$ cat config.mk
export PLATFORM = sky130hd
export DESIGN_NAME = cpu_ctrl
export DESIGN_NICKNAME = d
export VERILOG_FILES = /design/src/rtl/cpu_ctrl.sv
export SDC_FILE = /design/constraint.sdc
export NUM_CORES = 1
export LEC_CHECK = 0
export ABC_AREA = 1
export CAP_MARGIN = 20
export CORE_AREA = 2 2 57 43
export CTS_CLUSTER_DIAMETER = 60
export DETAILED_ROUTE_END_ITERATION = 10
export DIE_AREA = 0 0 59 45
export HOLD_SLACK_MARGIN = 0.1
export MAX_ROUTING_LAYER = met4
export PLACE_DENSITY = 0.78
export SYNTH_ARGS = -nofsm -noshare
export SYNTH_HDL_FRONTEND = slang
export SYNTH_SLANG_ARGS = --single-unit
$ cat constraint.sdc
create_clock -name clk -period 1.8 [get_ports clk]
set_input_delay 0.36 -clock clk [delete_from_list [all_inputs] [get_ports clk]]
set_output_delay 0.36 -clock clk [all_outputs]
set_load 0.02 [all_outputs]
$ cat src/rtl/cpu_ctrl.sv
// cpu_ctrl: fetch/load/read/execute/writeback sequencer for the 8-bit basic computer.
// Optional single-step mode (step_mode/step ports, SWAIT state) under CPU_CTRL_SINGLE_STEP_EN.
module cpu_ctrl #(
  parameter int PC_W     = 4,
  parameter int END_ADDR = 15
) (
  input  logic            clk,
  input  logic            rst,
  input  logic            start,
  input  logic            pause,
`ifdef CPU_CTRL_SINGLE_STEP_EN
  input  logic            step_mode,
  input  logic            step,
`endif
  output logic [PC_W-1:0] pc,
  input  logic [7:0]      inst,
  output logic [7:0]      ir,
  input  logic [1:0]      op,
  input  logic [1:0]      rd,
  input  logic [1:0]      rs,
  input  logic [1:0]      rt,
  output logic [1:0]      alu_op,
  output logic [1:0]      rf_ra1,
  output logic [1:0]      rf_ra2,
  output logic [1:0]      rf_wa,
  output logic            opnd_le,
  output logic            alu_le,
  output logic            rf_we,
  output logic            busy,
  output logic            done
);
  typedef enum logic [2:0] {
    IDLE, FETCH, LOAD, READ, EXEC, WB, DONE
`ifdef CPU_CTRL_SINGLE_STEP_EN
    , SWAIT
`endif
  } state_t;
  localparam logic [PC_W-1:0] LAST = PC_W'(END_ADDR);
  state_t          state_q, state_d;
  logic [PC_W-1:0] pc_q, pc_d;
  logic [7:0]      ir_q, ir_d;
  always_ff @(posedge clk) begin
    if (rst) begin
      state_q <= IDLE;
      pc_q    <= '0;
      ir_q    <= '0;
    end else begin
      state_q <= state_d;
      pc_q    <= pc_d;
      ir_q    <= ir_d;
    end
  end
  always_comb begin
    state_d = state_q;
    pc_d    = pc_q;
    ir_d    = ir_q;
    case (state_q)
      IDLE: begin
        state_d = start ? FETCH : IDLE;
        pc_d    = start ? '0 : pc_q;
      end
      FETCH: state_d = pause ? FETCH : LOAD;
      LOAD: begin
        ir_d    = inst;
        state_d = READ;
      end
      READ: state_d = EXEC;
      EXEC: state_d = WB;
      WB: begin
        pc_d = (pc_q == LAST) ? pc_q : pc_q + 1'b1;
`ifdef CPU_CTRL_SINGLE_STEP_EN
        state_d = (pc_q == LAST) ? DONE : (step_mode ? SWAIT : FETCH);
`else
        state_d = (pc_q == LAST) ? DONE : FETCH;
`endif
      end
      DONE: state_d = IDLE;
`ifdef CPU_CTRL_SINGLE_STEP_EN
      SWAIT: state_d = step ? FETCH : SWAIT;
`endif
      default: state_d = IDLE;
    endcase
  end
  assign pc      = pc_q;
  assign ir      = ir_q;
  assign alu_op  = op;
  assign rf_ra1  = rs;
  assign rf_ra2  = rt;
  assign rf_wa   = rd;
  assign opnd_le = state_q == READ;
  assign alu_le  = state_q == EXEC;
  assign rf_we   = state_q == WB;
  assign done    = state_q == DONE;
  assign busy    = !(state_q == IDLE || state_q == DONE);
endmodule
* Word level (Yosys, flattened, before mapping)
Cells that the tools add are included.
W data, S select, Z words.
** Cells by class
- Multiplexer cells :: 7
- Equal/unequal tests :: 9
- Reductions and logical operators :: 5
- Add/subtract/negate cells :: 1
** Operators by type and width (number)
- $pmux W3 S6 :: 1
- $eq A3 B3 Y1 const B :: 3
- $mux W4 :: 2
- $pmux W4 S2 :: 1
- $eq A3 B2 Y1 const B :: 2
- $add A4 B1 Y4 const B :: 1
- $eq A4 B4 Y1 const B :: 1
- $ne A2 B2 Y1 const B :: 2
- $eq A3 B1 Y1 const B :: 1
- $logic_not A3 Y1 :: 1
- $mux W3 :: 1
- $reduce_and A3 Y1 :: 1
- $mux W2 :: 1
- $reduce_bool A2 Y1 :: 1
- $logic_not A1 Y1 :: 1
- $logic_or A1 B1 Y1 :: 1
- $mux W1 :: 1
** Storage, ports and cells
- Bits in registers :: 15
- Output and inout bits :: 25
- Logic and storage cells :: 25

* Depth between registers and ports, before layout
- Word-level depth :: 3
- Gate-level depth with buffers :: 8
- Depth with buffers taken out :: 8

* Worst setup path after synthesis
Ideal clock, no wire load.
- Kind :: register to output
- From :: reg state_q[1]
- To :: out busy
- Setup slack :: 0.085 ns
- Data arrival time :: 1.355 ns
- Buffers on the path :: 0
- Required time :: 1.440 ns
- Cell stages (with the launch flop) :: 4
- Cells stage by stage :: dfxtp_1 inv_1 nor3_1 a21oi_1
** Between the ends
- Word-level cells in the longest chain between the ends :: 3
** Ends and longest elaborated chain
- start, declared :: RTL line 39 : state_t state_q, state_d;
- start signal, assigned :: RTL line 48 : state_q <= state_d;
- $eq A3 B3 Y1
- named net done :: RTL line 30 : output logic done
- $logic_or A1 B1 Y1 :: RTL line 94 : assign busy = !(state_q == IDLE || state_q == DONE);
- $logic_not A1 Y1 :: RTL line 94
- end, declared :: RTL line 29 : output logic busy,
The timed path passes the listed nets, and every way through them passes these cells.

* Worst setup path in the final report
- From :: reg state_q[1]
- To :: out done
** Between the ends
- Word-level cells in the longest chain between the ends :: 1
** Ends and longest elaborated chain
- $eq A3 B3 Y1 :: RTL line 93 : assign done = state_q == DONE;
- end, declared :: RTL line 30
No other way between the ends.

==> summary.log <==
[power] peak supply drop 0.440 mV
[sta] total count of max-transition violations in the final report 0
[logic_synthesis] Ys Warns 0
[logic_synthesis] FF+latch count, synth 15
[detailed_routing] Initial DRC Count 10
[global_routing] total global-route track usage 15.1%
[placement] Cell Count Post-Placement 148
[cts] TritonCTS clock tree yes
[final_layout] area growth from synthesis to layout 31.7%
[logic_synthesis] most instantiated library cell after synthesis sky130_fd_sc_hd__nand2_1
[final_layout] multi-input gate area in the final layout 352 sq um
[critical_path] Required @ worst endpoint 1.44 ns
[floorplan] height of the chip 45 um
[logic_synthesis] area share of the largest cell type after synthesis 37.4%
[hold_path] count of cells along the worst hold path 2
[sta] top achievable clock speed 573 MHz
[global_routing] global-route wire length before repair 2840 um
[power] leakage 0.000424 uW
[sta] hold violation count in the final report 0
[placement] weighted congestion reported at the end of routability-driven placement 0.855
[detailed_routing] routed vias 720
[logic_synthesis] Post-Synthesis Cell Area 802 sq um
[detailed_routing] Avg Vias per Cell 4.74
[sta] setup TNS after final layout 0 ns
[logic_synthesis] library cells used by synthesis 24
[logic_synthesis] Syn Nets 126
[final_layout] antenna cells 0
[sta] final period demand of the worst path 1.74 ns
[final_layout] post-route insts no fill 152
[floorplan] placeable core area 2070 sq um
[sta] actual slew at the worst max-slew pin 0.319 ns
[logic_synthesis] cell types occupying the most area after synthesis sky130_fd_sc_hd__dfxtp_1 37%, sky130_fd_sc_hd__nand2_1 8.0%, sky130_fd_sc_hd__buf_4 7.5%, sky130_fd_sc_hd__a21oi_1 6.9%, sky130_fd_sc_hd__inv_1 6.6%
[floorplan] Die Outline Area 2660 sq um
[sta] setup slack after layout 0.0552 ns
[critical_path] Critical R2R Launch pc[0]
[cts] number of clock sinks seen by CTS 15
[cts] number of buffers inserted by post-CTS setup repair 0
[detailed_routing] top layer in use met4
[floorplan] Die X 59 um
[critical_path] data arrival time of the worst path 1.38 ns
[sta] Max-slew headroom 78.7%
[detailed_routing] post-detailed-route count of antenna-violating nets 0
[global_routing] final global-route overflow total 0
[sta] final worst path period share 96.9%
[global_routing] via count of the first global-routing pass 682
[final_layout] ratio of cells with drive above 1 in the final layout 18.0%
[final_layout] Reg area 303 sq um
[detailed_routing] DRC violation count after routing 0
[floorplan] number of top-level pins 45
[detailed_routing] amount of wire on met2 after detailed routing 812 um
[detailed_routing] total length of routed met3 wires 141 um
[global_routing] maximum number of pins on one net before global-route repair 19
[cts] CTS HTree Levels 1
[hold_path] Tightest Hold Check Type reg -> reg
[critical_path] start point of the critical path state_q[1]
[critical_path] crit path launch type register
[detailed_routing] WL/cell 10.8 um
[detailed_routing] TritonRoute pass-1 iters 4
[critical_path] Register-to-Register Setup Slack 0.49 ns
[critical_path] peak fanout along the critical path 5
[logic_synthesis] most numerous cell types in the synthesized netlist 17 x sky130_fd_sc_hd__nand2_1, 15 x sky130_fd_sc_hd__dfxtp_1, 14 x sky130_fd_sc_hd__inv_1
[cts] clock latency at the later pin of the worst-skew pair 0.29 ns
[global_routing] initial antenna violation count 0
[cts] maximum root-to-sink buffer count 2
[logic_synthesis] share of async-settable or async-resettable flops after synthesis 0%
[final_layout] Post-layout nets 150
[final_layout] final design utilization 51.1%
[floorplan] Row Count 14
[placement] Final HPWL DP 1270 um
[logic_synthesis] average footprint of a synthesized cell 7.64 sq um
[logic_synthesis] library cell with the largest summed area after synthesis sky130_fd_sc_hd__dfxtp_1
[sta] final-report setup violation count 0
[hold_path] launch instance of the worst min-delay path ir[6]
[logic_synthesis] sequential element share of the synthesized area 37.4%
[cts] clock transition time at the flip-flop clock pins of the worst setup and hold paths 0.09 ns
[logic_synthesis] Post-synth top flop sky130_fd_sc_hd__dfxtp_1
[placement] number of port buffers 28
[run_status] status finished, final reports clean
[floorplan] Starting Density 38.8%
[power] power density relative to cell area 717 nW/um^2
[cts] cell at the root of the clock tree sky130_fd_sc_hd__clkbuf_4
[critical_path] endpoint class of the critical path output pin
[detailed_routing] Routed Wire Length 1640 um
[flow_run] # Max-Cap Violations 0
[final_layout] count of filler cells inserted in the layout 205
[logic_synthesis] synthesized netlist cell count 105
[critical_path] depth of the worst register-to-register path 6
[logic_synthesis] number of flops mapped to enable cells by yosys 0
[cts] Num CTS Buffers 3
[detailed_routing] WL met1 661 um
[sta] Max Clock Skew 0.00255 ns
[critical_path] startpoint-to-endpoint class of the critical path reg -> out
[placement] minimum setup slack after placement -0.0734 ns
## final cells by class
class	count	area share (%)
clock buffer	3	2.13
clock inverter	1	0.474
inverter	17	6.16
multi-input combinational	63	33.3
sequential	15	28.7
tap	24	2.84
timing repair buffer	29	26.4
## per-stage QoR
step	hold slack, ns	total power, uW	instance area (sq um)
floorplan	0.429	520	802
global placement	0.431	564	1030
detailed placement	0.439	571	1030
CTS	0.450	765	1050
global route	0.483	809	1060
finish	0.448	757	1060
## worst max-delay path: stages, from the launching register on
cell and delay, ns:
sky130_fd_sc_hd__dfxtp_2 0.42, sky130_fd_sc_hd__inv_1 0.11, sky130_fd_sc_hd__nor3_2 0.20, sky130_fd_sc_hd__dlygate4sd2_1 0.37
## metal layers
| layer | vias to the layer above | global-route usage (%) |
|---|---|---|
| li1 | 371 | - |
| met1 | 317 | 15.7 |
| met2 | 28 | 25.1 |
| met3 | 4 | 4.58 |
| met4 | 0 | 9.55 |
| met5 | - | - |
## path summary, 6_finish.rpt
| kind | to |
|---|---|
| max reg2reg | pc[2] |
| min | ir[6] |
| min reg2reg | ir[6] |
| max | done |
## cells by family after synthesis
group / share of synthesized area (%)
AND/OR/NAND/NOR: 26.1
buffers and inverters: 19.3
AO/OA/AOI/OAI: 15.6
flip-flops: 37.4
adder cells (fa/ha/maj): 1.56
## placed cells by master, fill, tap and decap left out, types with 2 or more instances in the layout
cell / instances
sky130_fd_sc_hd__nor3_2: 2
sky130_fd_sc_hd__nand3_1: 3
sky130_fd_sc_hd__inv_1: 14
sky130_fd_sc_hd__clkbuf_4: 3
sky130_fd_sc_hd__clkdlybuf4s50_1: 23
sky130_fd_sc_hd__o21ai_0: 7
sky130_fd_sc_hd__dlygate4sd2_1: 3
sky130_fd_sc_hd__nor2_1: 10
sky130_fd_sc_hd__nand3_2: 2
sky130_fd_sc_hd__a21oi_1: 11
sky130_fd_sc_hd__nand2_1: 17
sky130_fd_sc_hd__clkinv_2: 2
sky130_fd_sc_hd__dfxtp_1: 13
sky130_fd_sc_hd__dfxtp_2: 2
sky130_fd_sc_hd__inv_2: 2
## power by group
part,internal (uW),switching [uW]
sequential,354,18.3
combinational,85.8,102
clock,82.6,115
total,522,235
## state kept, by name, summed over array words and instances, names as in the netlist
name,flops
ir,8
state_q,3
pc,4
## repair_timing
| action | in CTS | in global routing |
|---|---|---|
| endpoints found under the setup margin | 5 | 4 |
| hold buffers | 0 | 0 |
| pin swaps | 0 | 0 |
| resized for setup | 7 | 4 |
Note: power is estimated with default switching activity, not from simulation.
